$ cat config.mk
export PLATFORM = sky130hd
export DESIGN_NAME = regj_seq
export DESIGN_NICKNAME = d
export VERILOG_FILES = /design/src/rtl/regj_seq.sv
export SDC_FILE = /design/constraint.sdc
export NUM_CORES = 1
export LEC_CHECK = 0
export ABC_AREA = 1
export CAP_MARGIN = 40
export CORE_AREA = 3 3 54 56
export DETAILED_ROUTE_END_ITERATION = 8
export DIE_AREA = 0 0 57 59
export GPL_ROUTABILITY_DRIVEN = 0
export HOLD_SLACK_MARGIN = 0.12
export PLACE_DENSITY = 0.81
export SYNTH_ARGS = -nofsm -noshare
export SYNTH_HDL_FRONTEND = slang
export SYNTH_SLANG_ARGS = --single-unit
export TNS_END_PERCENT = 5
$ cat constraint.sdc
create_clock -name clk -period 4.2 [get_ports clk]
set_input_delay 0.84 -clock clk [delete_from_list [all_inputs] [get_ports clk]]
set_output_delay 0.84 -clock clk [all_outputs]
set_load 0.01 [all_outputs]
$ cat src/rtl/regj_seq.sv
// regj_seq -- sequencer/arbiter for the 12-bit J register.
//
// Shares J between three requesters and drives J's function code and data:
//   fetch   (inc_req/inc_gnt)  : J <= J + 1            (j_f = 001)
//   branch  (ld_req/ld_gnt)    : J <= ld_addr          (j_f = 010)
//   digits  (dig_*)            : insert octal field k  (j_f = 1kk), MS digit first
// All J ops and gnt/done/abort pulses are registered: decided from inputs in
// cycle N and presented together in cycle N+1.
//
// Ports:
//   clk, rst_n            clock (rising edge), synchronous active-low reset
//   inc_req / inc_gnt     increment request (level) / one-cycle grant pulse
//   ld_req / ld_addr      load request (level) / value sampled when ld wins
//   ld_gnt                one-cycle load grant pulse
//   dig_start             pulse: begin a 4-digit assembly
//   dig_valid / dig_val   digit handshake valid / octal digit
//   dig_ready             digit accepted when dig_valid & dig_ready
//   dig_done / dig_abort  pulse with the 4th digit op / assembly cancelled
//   busy                  high while assembling digits
//   j_f / j_in            J function code / J data input (registered)
//
// Parameters:
//   LD_BURST        consecutive ld grants tolerated while inc is waiting (1..15)
//   TIMEOUT_CYCLES  idle digit cycles before abort (1..255), used only when
//                   REGJ_SEQ_TIMEOUT_EN is defined
//
// Optional feature: define REGJ_SEQ_TIMEOUT_EN to abort a stalled digit
// assembly. Without it the assembly waits indefinitely for digits or ld_req.

module regj_seq #(
    parameter int unsigned LD_BURST       = 4,
    parameter int unsigned TIMEOUT_CYCLES = 15
) (
    input  logic        clk,
    input  logic        rst_n,
    input  logic        inc_req,
    output logic        inc_gnt,
    input  logic        ld_req,
    input  logic [11:0] ld_addr,
    output logic        ld_gnt,
    input  logic        dig_start,
    input  logic        dig_valid,
    input  logic [2:0]  dig_val,
    output logic        dig_ready,
    output logic        dig_done,
    output logic        dig_abort,
    output logic        busy,
    output logic [2:0]  j_f,
    output logic [11:0] j_in
);

    if (LD_BURST < 1 || LD_BURST > 15) begin : g_bad_ld_burst
        $error("regj_seq: LD_BURST out of range 1..15");
    end
    if (TIMEOUT_CYCLES < 1 || TIMEOUT_CYCLES > 255) begin : g_bad_timeout
        $error("regj_seq: TIMEOUT_CYCLES out of range 1..255");
    end

    localparam logic [3:0] BURST_MAX = 4'(LD_BURST);

    typedef enum logic {IDLE, DIG} state_t;

    state_t      state_q, state_d;
    logic [1:0]  idx_q, idx_d;
    logic [3:0]  burst_q, burst_d;
    logic [2:0]  j_f_d;
    logic [11:0] j_in_d;
    logic        inc_gnt_d, ld_gnt_d, dig_done_d, dig_abort_d;
    logic        ld_ok, inc_ok;
    logic [11:0] ins_val;

`ifdef REGJ_SEQ_TIMEOUT_EN
    localparam logic [7:0] TO_LAST = 8'(TIMEOUT_CYCLES - 1);
    logic [7:0] tmo_q, tmo_d;
`endif

    // A requester is ineligible in the cycle its own grant is visible.
    assign ld_ok     = ld_req & ~ld_gnt;
    assign inc_ok    = inc_req & ~inc_gnt;
    assign busy      = (state_q == DIG);
    assign dig_ready = busy & ~ld_req;

    always_comb begin
        ins_val = '0;
        case (idx_q)
            2'd0: ins_val = {9'b0, dig_val};
            2'd1: ins_val = {6'b0, dig_val, 3'b0};
            2'd2: ins_val = {3'b0, dig_val, 6'b0};
            2'd3: ins_val = {dig_val, 9'b0};
            default: ins_val = '0;
        endcase
    end

    always_comb begin
        state_d     = state_q;
        idx_d       = idx_q;
        burst_d     = burst_q;
        j_f_d       = 3'b000;
        j_in_d      = '0;
        inc_gnt_d   = 1'b0;
        ld_gnt_d    = 1'b0;
        dig_done_d  = 1'b0;
        dig_abort_d = 1'b0;
`ifdef REGJ_SEQ_TIMEOUT_EN
        tmo_d       = tmo_q;
`endif
        unique case (state_q)
            IDLE: begin
                if (burst_q == BURST_MAX && inc_ok) begin
                    inc_gnt_d = 1'b1;
                    j_f_d     = 3'b001;
                    burst_d   = '0;
                end else if (ld_req) begin
                    // A masked ld still holds priority this cycle, so the slot
                    // stays empty and inc only gets in via the burst override.
                    if (ld_ok) begin
                        ld_gnt_d = 1'b1;
                        j_f_d    = 3'b010;
                        j_in_d   = ld_addr;
                        if (inc_req && burst_q != BURST_MAX)
                            burst_d = burst_q + 4'd1;
                    end
                end else if (dig_start) begin
                    state_d = DIG;
                    idx_d   = 2'd3;
`ifdef REGJ_SEQ_TIMEOUT_EN
                    tmo_d   = '0;
`endif
                end else if (inc_ok) begin
                    inc_gnt_d = 1'b1;
                    j_f_d     = 3'b001;
                    burst_d   = '0;
                end
            end
            DIG: begin
                if (ld_ok) begin
                    ld_gnt_d    = 1'b1;
                    dig_abort_d = 1'b1;
                    j_f_d       = 3'b010;
                    j_in_d      = ld_addr;
                    state_d     = IDLE;
                    idx_d       = 2'd3;
                end else if (dig_valid && dig_ready) begin
                    j_f_d  = {1'b1, idx_q};
                    j_in_d = ins_val;
`ifdef REGJ_SEQ_TIMEOUT_EN
                    tmo_d  = '0;
`endif
                    if (idx_q == 2'd0) begin
                        dig_done_d = 1'b1;
                        state_d    = IDLE;
                        idx_d      = 2'd3;
                    end else begin
                        idx_d = idx_q - 2'd1;
                    end
                end
`ifdef REGJ_SEQ_TIMEOUT_EN
                else if (tmo_q == TO_LAST) begin
                    dig_abort_d = 1'b1;
                    state_d     = IDLE;
                    idx_d       = 2'd3;
                end else begin
                    tmo_d = tmo_q + 8'd1;
                end
`endif
            end
        endcase
        if (!inc_req)
            burst_d = '0;
    end

    always_ff @(posedge clk) begin
        if (!rst_n) begin
            state_q   <= IDLE;
            idx_q     <= 2'd3;
            burst_q   <= '0;
            j_f       <= 3'b000;
            j_in      <= '0;
            inc_gnt   <= 1'b0;
            ld_gnt    <= 1'b0;
            dig_done  <= 1'b0;
            dig_abort <= 1'b0;
`ifdef REGJ_SEQ_TIMEOUT_EN
            tmo_q     <= '0;
`endif
        end else begin
            state_q   <= state_d;
            idx_q     <= idx_d;
            burst_q   <= burst_d;
            j_f       <= j_f_d;
            j_in      <= j_in_d;
            inc_gnt   <= inc_gnt_d;
            ld_gnt    <= ld_gnt_d;
            dig_done  <= dig_done_d;
            dig_abort <= dig_abort_d;
`ifdef REGJ_SEQ_TIMEOUT_EN
            tmo_q     <= tmo_d;
`endif
        end
    end

endmodule
==> results.md <==
CTS:
- TritonCTS built the clock tree.
- The CTS H-tree depth is 1.
- In this run the clock root is driven by a sky130_fd_sc_hd__clkbuf_4.
- The quantity of hold-fixing buffers added after cts is 0.
- The number of CTS-inserted buffers is 3.
- The clock slew seen by the registers of the worst setup and hold paths is 140 ps.
- The number of clock sinks is 26.
- The insertion delay to the later sink of the worst-skew pair is 330 ps.
- The count of cells resized by post-cts repair is 0.
- Post-CTS timing repair inserted 0 buffers for setup.
- The clock tree buffer depth is 2.

GRT:
- Entering global routing, the biggest net connects 16 pins.
- Global routing used 17.75% of the available tracks.
- After global routing the overflow that remains totals 0.
- The first global-routing pass estimated 4602 µm of wire.
- The initial antenna violation count is 0.
- The via count of the first global-routing pass is 988.

Floorplan:
- Pin placement for this block handled 42 I/O pins.
- The effective utilization at floorplan is 46.57%.
- The placeable core area is 2477 µm².
- From bottom edge to top edge, the die measures 59 µm.
- The die covers 3363 µm².
- The cell row count is 18.
- The horizontal die dimension is 57 µm.

Yosys:
- The netlist uses 24 different library cells.
- The synthesized netlist devotes 9.002% of its cell area to compound gates.
- By area the synthesized netlist is led by sky130_fd_sc_hd__dfxtp_1 (45%), sky130_fd_sc_hd__nand2_1 (12%), sky130_fd_sc_hd__ha_1 (6.5%), sky130_fd_sc_hd__nand3_1 (6.1%), sky130_fd_sc_hd__o21ai_1 (4.3%).
- The synthesized cell area is 1154 µm².
- The number of cells produced by synthesis is 150.
- The xor and xnor fraction of the mapped netlist area is 0.7592%.
- The top-area cell type share of the netlist area is 45.12%.
- After synthesis, the share of cell area in mux cells is 0%.
- The register bit count reported by yosys is 26.
- Of the total synthesized cell area, the portion taken by AND, OR, NAND and NOR gates is 30.91%.
- A synthesized cell averages 7.691 µm².
- The adder-cell share of the synthesized area is 6.508%.
- The share of the Yosys chip area taken by registers is 45.12%.
- The largest family of logic cells by synthesized area is simple AND/OR/NAND/NOR gates.
- Summed over all instances, the cell type with the most area after synthesis is sky130_fd_sc_hd__dfxtp_1.
- The count of yosys warnings during synthesis is 0.
- Counting every net in the synthesized netlist gives 177.

Worst setup path:
- Data on the critical path is required at its endpoint by 3360 ps.
- STA classifies the critical path startpoint as an input port.
- In this run the register-to-register setup slack is 2600 ps.
- The origin of the critical flop-to-flop path is burst_q[0].
- The worst setup path is captured at an output port.
- In this run the worst path has a maximum fanout of 6.
- Following the worst setup path forward leads to its endpoint at dig_ready.
- The worst flop-to-flop path endpoint is j_in[9].
- The critical path starts at ld_req.
- The critical path is of the input port to output port type.
- The number of cells traversed by the worst register-to-register path is 11.
- The arrival time reported for the critical path endpoint is 2110 ps.

Run:
- The tool flagged a number of max-cap violations equal to 0.

STA:
- Setup repair after global routing left no endpoint under its margin.
- The clock arrives with 6.861 ps of skew.
- Summed over all failing endpoints, the final setup total negative slack is 0 ps.
- The final setup violation count is 0.
- The actual slew at the worst max-slew pin is 385.2 ps.
- The number of pins exceeding their max-slew limit in the final report is 0.
- In this run the tightest slew margin relative to its limit is 74.24%.
- The worst path in the final design needs a cycle of 2945 ps, including I/O delays and setup.
- The count of endpoints failing hold in the final timing report is 0.
- The fmax is 0.3395 GHz.
- After layout, the worst path uses 70.12% of the clock period.

Power:
- The total power per unit cell area is 320.8 nW/µm².
- Summed over all cells, the static leakage comes to 0.7161 nW.
- The total chip power is 525.5 µW.
- The highest ir drop seen on vdd is 0.1968 mV.

Drt:
- The detailed-route wire length per cell is 12.84 µm.
- The number of detailed-route iterations in the first pass is 4.
- After detailed routing, the number of remaining DRC violations is 0.
- The first routing iteration left 40 violations.
- The routed via count is 1094.
- Dividing the detail-routed via count by the number of cells gives 4.906.
- The post-route antenna net violation count is 0.
- Wires add up to 2864 µm.

Finish:
- Cells fill 66.11% of the core in the end.
- The ratio of cells with drive above 1 in the final layout is 11.92%.
- The number of nets in the final layout is 221.
- The area growth from synthesis to layout is 41.97%.
- The count of fill cells added during filler insertion is 215.
- The number of antenna diodes in the final layout is 0.

Place:
- The count of buffers from port buffering is 41.
- The wire-length estimate of the detail-placed layout is 2324 µm.

Min path:
- The class of the tightest hold or removal check is register to register.

Status:
- The flow ran to the end, and the final reports show no timing, DRC or antenna violations.
[how the worst min path moves through the flow]
| stage | start | to | slack [ps] | cells after the start |
|---|---|---|---|---|
| CTS | idx_q[1] | idx_q[1] | 520 | 2 |
| global route | idx_q[1] | idx_q[1] | 570 | 2 |
| global placement | idx_q[1] | idx_q[1] | 490 | 2 |
| detailed placement | idx_q[1] | idx_q[1] | 500 | 2 |
| floorplan | idx_q[1] | idx_q[1] | 480 | 2 |
| finish | idx_q[1] | idx_q[1] | 520 | 2 |
[power by group]
group / internal [mW] / switching, mW
clock network: 0.0966 / 0.0758
logic: 0.0447 / 0.0442
registers: 0.257 / 0.00680
[Yosys cell counts, drive strengths merged]
cell type and number:
or2 1, inv 18, buf 2, ha 6, nor3 2, xor2 1
nand2 44, clkinv 1, a31oi 1, o21ai 13, nand3 15, nor2 16
a21oi 3, dfxtp 26, o22ai 1
[layer usage]
layer,vias to the layer above,part of all wire [%],global-route usage (%)
li1,562,-,-
met1,498,42,21.14
met2,29,52,32.46
met3,5,4.7,2.832
met4,0,1.2,5.960
met5,-,0,0
[layout make-up]
cell class / instances / area [µm²] / area share, %
multi-input combinational: 103 / 544.3 / 33.23
sequential: 26 / 520.5 / 31.78
timing repair buffer: 41 / 410.4 / 25.06
inverter: 19 / 72.57 / 4.431
tap: 30 / 37.54 / 2.292
clock inverter: 1 / 30.03 / 1.833
clock buffer: 3 / 22.52 / 1.375
[state kept, by name (all words and copies together), names as in the netlist]
register,cells
burst_q,4
busy,1
dig_abort,1
dig_done,1
idx_q,2
inc_gnt,1
j_f,3
j_in,12
ld_gnt,1
[cells in the final DEF, fill, tap and decap left out]
| cell type | netlist | routed |
|---|---|---|
| sky130_fd_sc_hd__clkdlybuf4s50_1 | 0 | 41 |
| sky130_fd_sc_hd__nand2_1 | 37 | 37 |
| sky130_fd_sc_hd__dfxtp_1 | 26 | 26 |
| sky130_fd_sc_hd__nand3_1 | 14 | 14 |
| sky130_fd_sc_hd__inv_1 | 13 | 13 |
| sky130_fd_sc_hd__nor2_1 | 13 | 13 |
| sky130_fd_sc_hd__o21ai_1 | 10 | 10 |
| sky130_fd_sc_hd__nand2_2 | 6 | 6 |
| sky130_fd_sc_hd__ha_1 | 6 | 6 |
| sky130_fd_sc_hd__inv_2 | 5 | 5 |
| sky130_fd_sc_hd__o21ai_0 | 3 | 3 |
| sky130_fd_sc_hd__clkbuf_4 | 0 | 3 |
| sky130_fd_sc_hd__nor2_2 | 2 | 2 |
| sky130_fd_sc_hd__a21oi_1 | 2 | 2 |
| sky130_fd_sc_hd__nor3_1 | 2 | 2 |
| sky130_fd_sc_hd__a21oi_4 | 1 | 1 |
| sky130_fd_sc_hd__nor2_4 | 1 | 1 |
| sky130_fd_sc_hd__nand2_4 | 1 | 1 |
| sky130_fd_sc_hd__or2_2 | 1 | 1 |
| sky130_fd_sc_hd__clkinv_2 | 1 | 1 |
| sky130_fd_sc_hd__a31oi_1 | 1 | 1 |
| sky130_fd_sc_hd__o22ai_1 | 1 | 1 |
| sky130_fd_sc_hd__nand3_2 | 1 | 1 |
| sky130_fd_sc_hd__xor2_1 | 1 | 1 |
| sky130_fd_sc_hd__bufinv_16 | 0 | 1 |
[critical path, stage by stage]
cell and delay [ps]:
sky130_fd_sc_hd__clkdlybuf4s50_1 510, sky130_fd_sc_hd__nor2_1 190, sky130_fd_sc_hd__clkdlybuf4s50_1 560
[logic make-up (layout without fill, tap and decap cells)]
logic type,after synthesis,count (layout)
buffers and inverters,21,64
XOR/XNOR,1,1
AO/OA/AOI/OAI,18,18
adder cells (fa/ha/maj),6,6
flip-flops,26,26
AND/OR/NAND/NOR,78,78
[metrics by stage]
stage	cells	hold WS [ps]	worst slack, ps	instance area [µm²]
global placement	219	494.0	1268	1585
CTS	223	522.4	1253	1638
global route	223	569.8	1191	1638
finish	223	521.4	1255	1638
detailed placement	219	503.8	1262	1585
floorplan	150	477.7	2321	1154
(Power assumes the default switching activity.)
==> variant, RTL diff (same flow settings) <==
Reset style: asynchronous (`rst_n`), changed in one clocked block. Comments in the files are not updated.
--- a/src/rtl/regj_seq.sv
+++ b/src/rtl/regj_seq.sv
@@ -169,7 +169,7 @@
             burst_d = '0;
     end
 
-    always_ff @(posedge clk) begin
+    always_ff @(posedge clk or negedge rst_n) begin
         if (!rst_n) begin
             state_q   <= IDLE;
             idx_q     <= 2'd3;
Formal check against the unedited RTL: differs if rst_n is asserted again (counterexample within 4 cycles, from zero or initial values and one cycle with rst_n low); with rst_n held inactive, the same outputs for 10 cycles.
==> variant against the unedited design <==
Area after synthesis grew 11%; global-route usage grew 1.4 points; largest cell class is now registers; sequential cell count is the same; final area grew 8.5%; setup slack gained 0.067 ns; wire length grew 3.7%.
Power is not compared: it rests on default switching activity, and its combinational part moved more than twofold at a synthesized area within 25%.
==> variant: results (changes against the unedited design) <==
| Metric | Value |
|---|---|
| Status | `finished clean (unchanged)` |
| FILL cells | `197 (was 215)` |
| Reg2reg path depth | `11 (unchanged)` |
| Mux cell area share after synthesis | `0% (unchanged)` |
| Relative slew slack | `58.61% (was 74.24%)` |
| Reg2reg start | `burst_q[0] (unchanged)` |
| Synth warn | `0 (unchanged)` |
| Synth cell types | `23 (was 24)` |
| Peak supply drop | `364.8 µV` |
| Clk root buf | `clkbuf_4 (unchanged)` |
| DRT Wirelength | `2969 µm (was 2864 µm)` |
| All-Layer GR Usage | `19.18% (was 17.75%)` |
| CP max FO | `4 (was 6)` |
| Worst-path clk slew | `0.14 ns (about the same)` |
| Worst skew pair latency | `0.32 ns` |
| Largest delay contributor family on the critical path | `buffers and inverters (unchanged)` |
| Largest net degree at the start of global routing | `16 (unchanged)` |
| Top-count cell post-synth | `nand2_1 (unchanged)` |
| First-pass GRT wire length | `4961 µm (was 4602 µm)` |
| Synth area leaders | `dfrtp_1, nand2_1, nand3_1, ha_1, dfstp_2 (was dfxtp_1, nand2_1, ha_1, nand3_1, o21ai_1)` |
| TritonRoute pass-1 iters | `4 (unchanged)` |
| Initial DRC Count | `26 (was 40)` |
| Primary FF master, synth | `dfrtp_1 (was dfxtp_1)` |
| DP Area | `1724 µm² (was 1585 µm²)` |
| P_leak | `0.0008440 µW` |
| Worst Setup Path Type | `primary input to output pin (unchanged)` |
| Routed vias | `1118 (was 1094)` |
| H-tree depth | `1 (unchanged)` |
| Initial antenna violation count | `0 (unchanged)` |
| Regs by FF count | `j_in: 12 flops, burst_q: 4 flops, j_f: 3 flops (unchanged)` |
| Crit Reg-Reg Endpoint | `burst_q[0] (was j_in[9])` |
| Ys async rst share | `100.0% (was 0%)` |
| Reg-to-reg setup timing slack | `2.60 ns (about the same)` |
| Layout cells sized above 1 | `11.05% (was 11.92%)` |
| Setup bufs post-CTS | `0 (unchanged)` |
| Synth Area in Compound Gates | `6.433% (was 9.002%)` |
| Seq/Total Area, Yosys | `50.88% (was 45.12%)` |
| Setup ws final | `1.322 ns (was 1.255 ns)` |
| DP HPWL | `2340 µm (was 2324 µm)` |
| Clk_skew | `0.003136 ns (was 0.006861 ns)` |
| Synth Area in Adders | `6.823% (was 6.508%)` |
| N_diodes | `0 (unchanged)` |
| Crit path DAT | `2.04 ns (was 2.11 ns)` |
| Worst Setup EP | `dig_ready (unchanged)` |
| Synth Net Count | `174 (was 177)` |
| Final nets | `219 (was 221)` |
| Worst stage delay on the critical path | `0.54 ns (was 0.56 ns)` |
| Worst min path class | `flop to flop (unchanged)` |
| Top cells by count, synth | `nand2_1, dfrtp_1, nand3_1 (was nand2_1, dfxtp_1, nand3_1)` |
| CTS buffer count | `3 (unchanged)` |
| Xor/xnor share of the synthesized area | `0.6823% (was 0.7592%)` |
| Port-buffer cells | `41 (unchanged)` |
| Post-CTS sizing | `0 (unchanged)` |
## variant: per-stage QoR
| stage | utilization, % | total power [µW] | std cells |
|---|---|---|---|
| 2_1_floorplan | - | 425.1 | 146 |
| 3_3_place_gp | 68.99 | 502.8 | 215 |
| 3_5_place_dp | 69.60 | 512.3 | 216 |
| 4_1_cts | 71.72 | 681.8 | 220 |
| 5_1_grt | 71.72 | 717.3 | 220 |
| 6_report | 71.72 | 679.6 | 220 |
## variant: routing by layer
metal	global-route usage, %	part of all wire (%)	up-vias
met2	31.16	50	32
met5	0	0	-
met1	25.50	43	516
li1	-	-	559
met4	8.940	3.3	0
met3	2.832	4.2	11
## variant: how the worst min path moves through the flow
stage | start | to | slack, ns
2_1_floorplan | idx_q[1] | idx_q[1] | 0.47
3_3_place_gp | idx_q[1] | idx_q[1] | 0.49
3_5_place_dp | idx_q[1] | idx_q[1] | 0.49
4_1_cts | idx_q[1] | idx_q[1] | 0.51
5_1_grt | idx_q[1] | idx_q[1] | 0.53
6_report | idx_q[1] | idx_q[1] | 0.51
## variant: tightest hold or removal path, cell delays in order (launching register included)
cell and delay (ns):
dfstp_2 0.41, nand2_1 0.06, o21ai_1 0.05
## variant: logic make-up after synthesis
| logic type | after synthesis |
|---|---|
| buffers and inverters | 17 |
| DFF | 26 |
| xor gates and xnor gates | 1 |
| adders and majority gates | 7 |
| and+or+nand+nor | 80 |
| AOI/OAI and AO/OA | 15 |
## variant: area by class of cell
type / instances / area share (%)
Clock buffer: 3 / 1.268
Clock inverter: 1 / 1.690
Inverter: 15 / 3.239
Multi-Input combinational cell: 103 / 30.99
Sequential cell: 26 / 36.76
Tap cell: 30 / 2.113
Timing Repair Buffer: 42 / 23.94
## variant: power by group
group / total, µW / switching (µW) / internal (µW)
Clock: 172 / 75.1 / 96.5
Combinational: 203 / 111 / 91.5
Sequential: 305 / 21.1 / 284
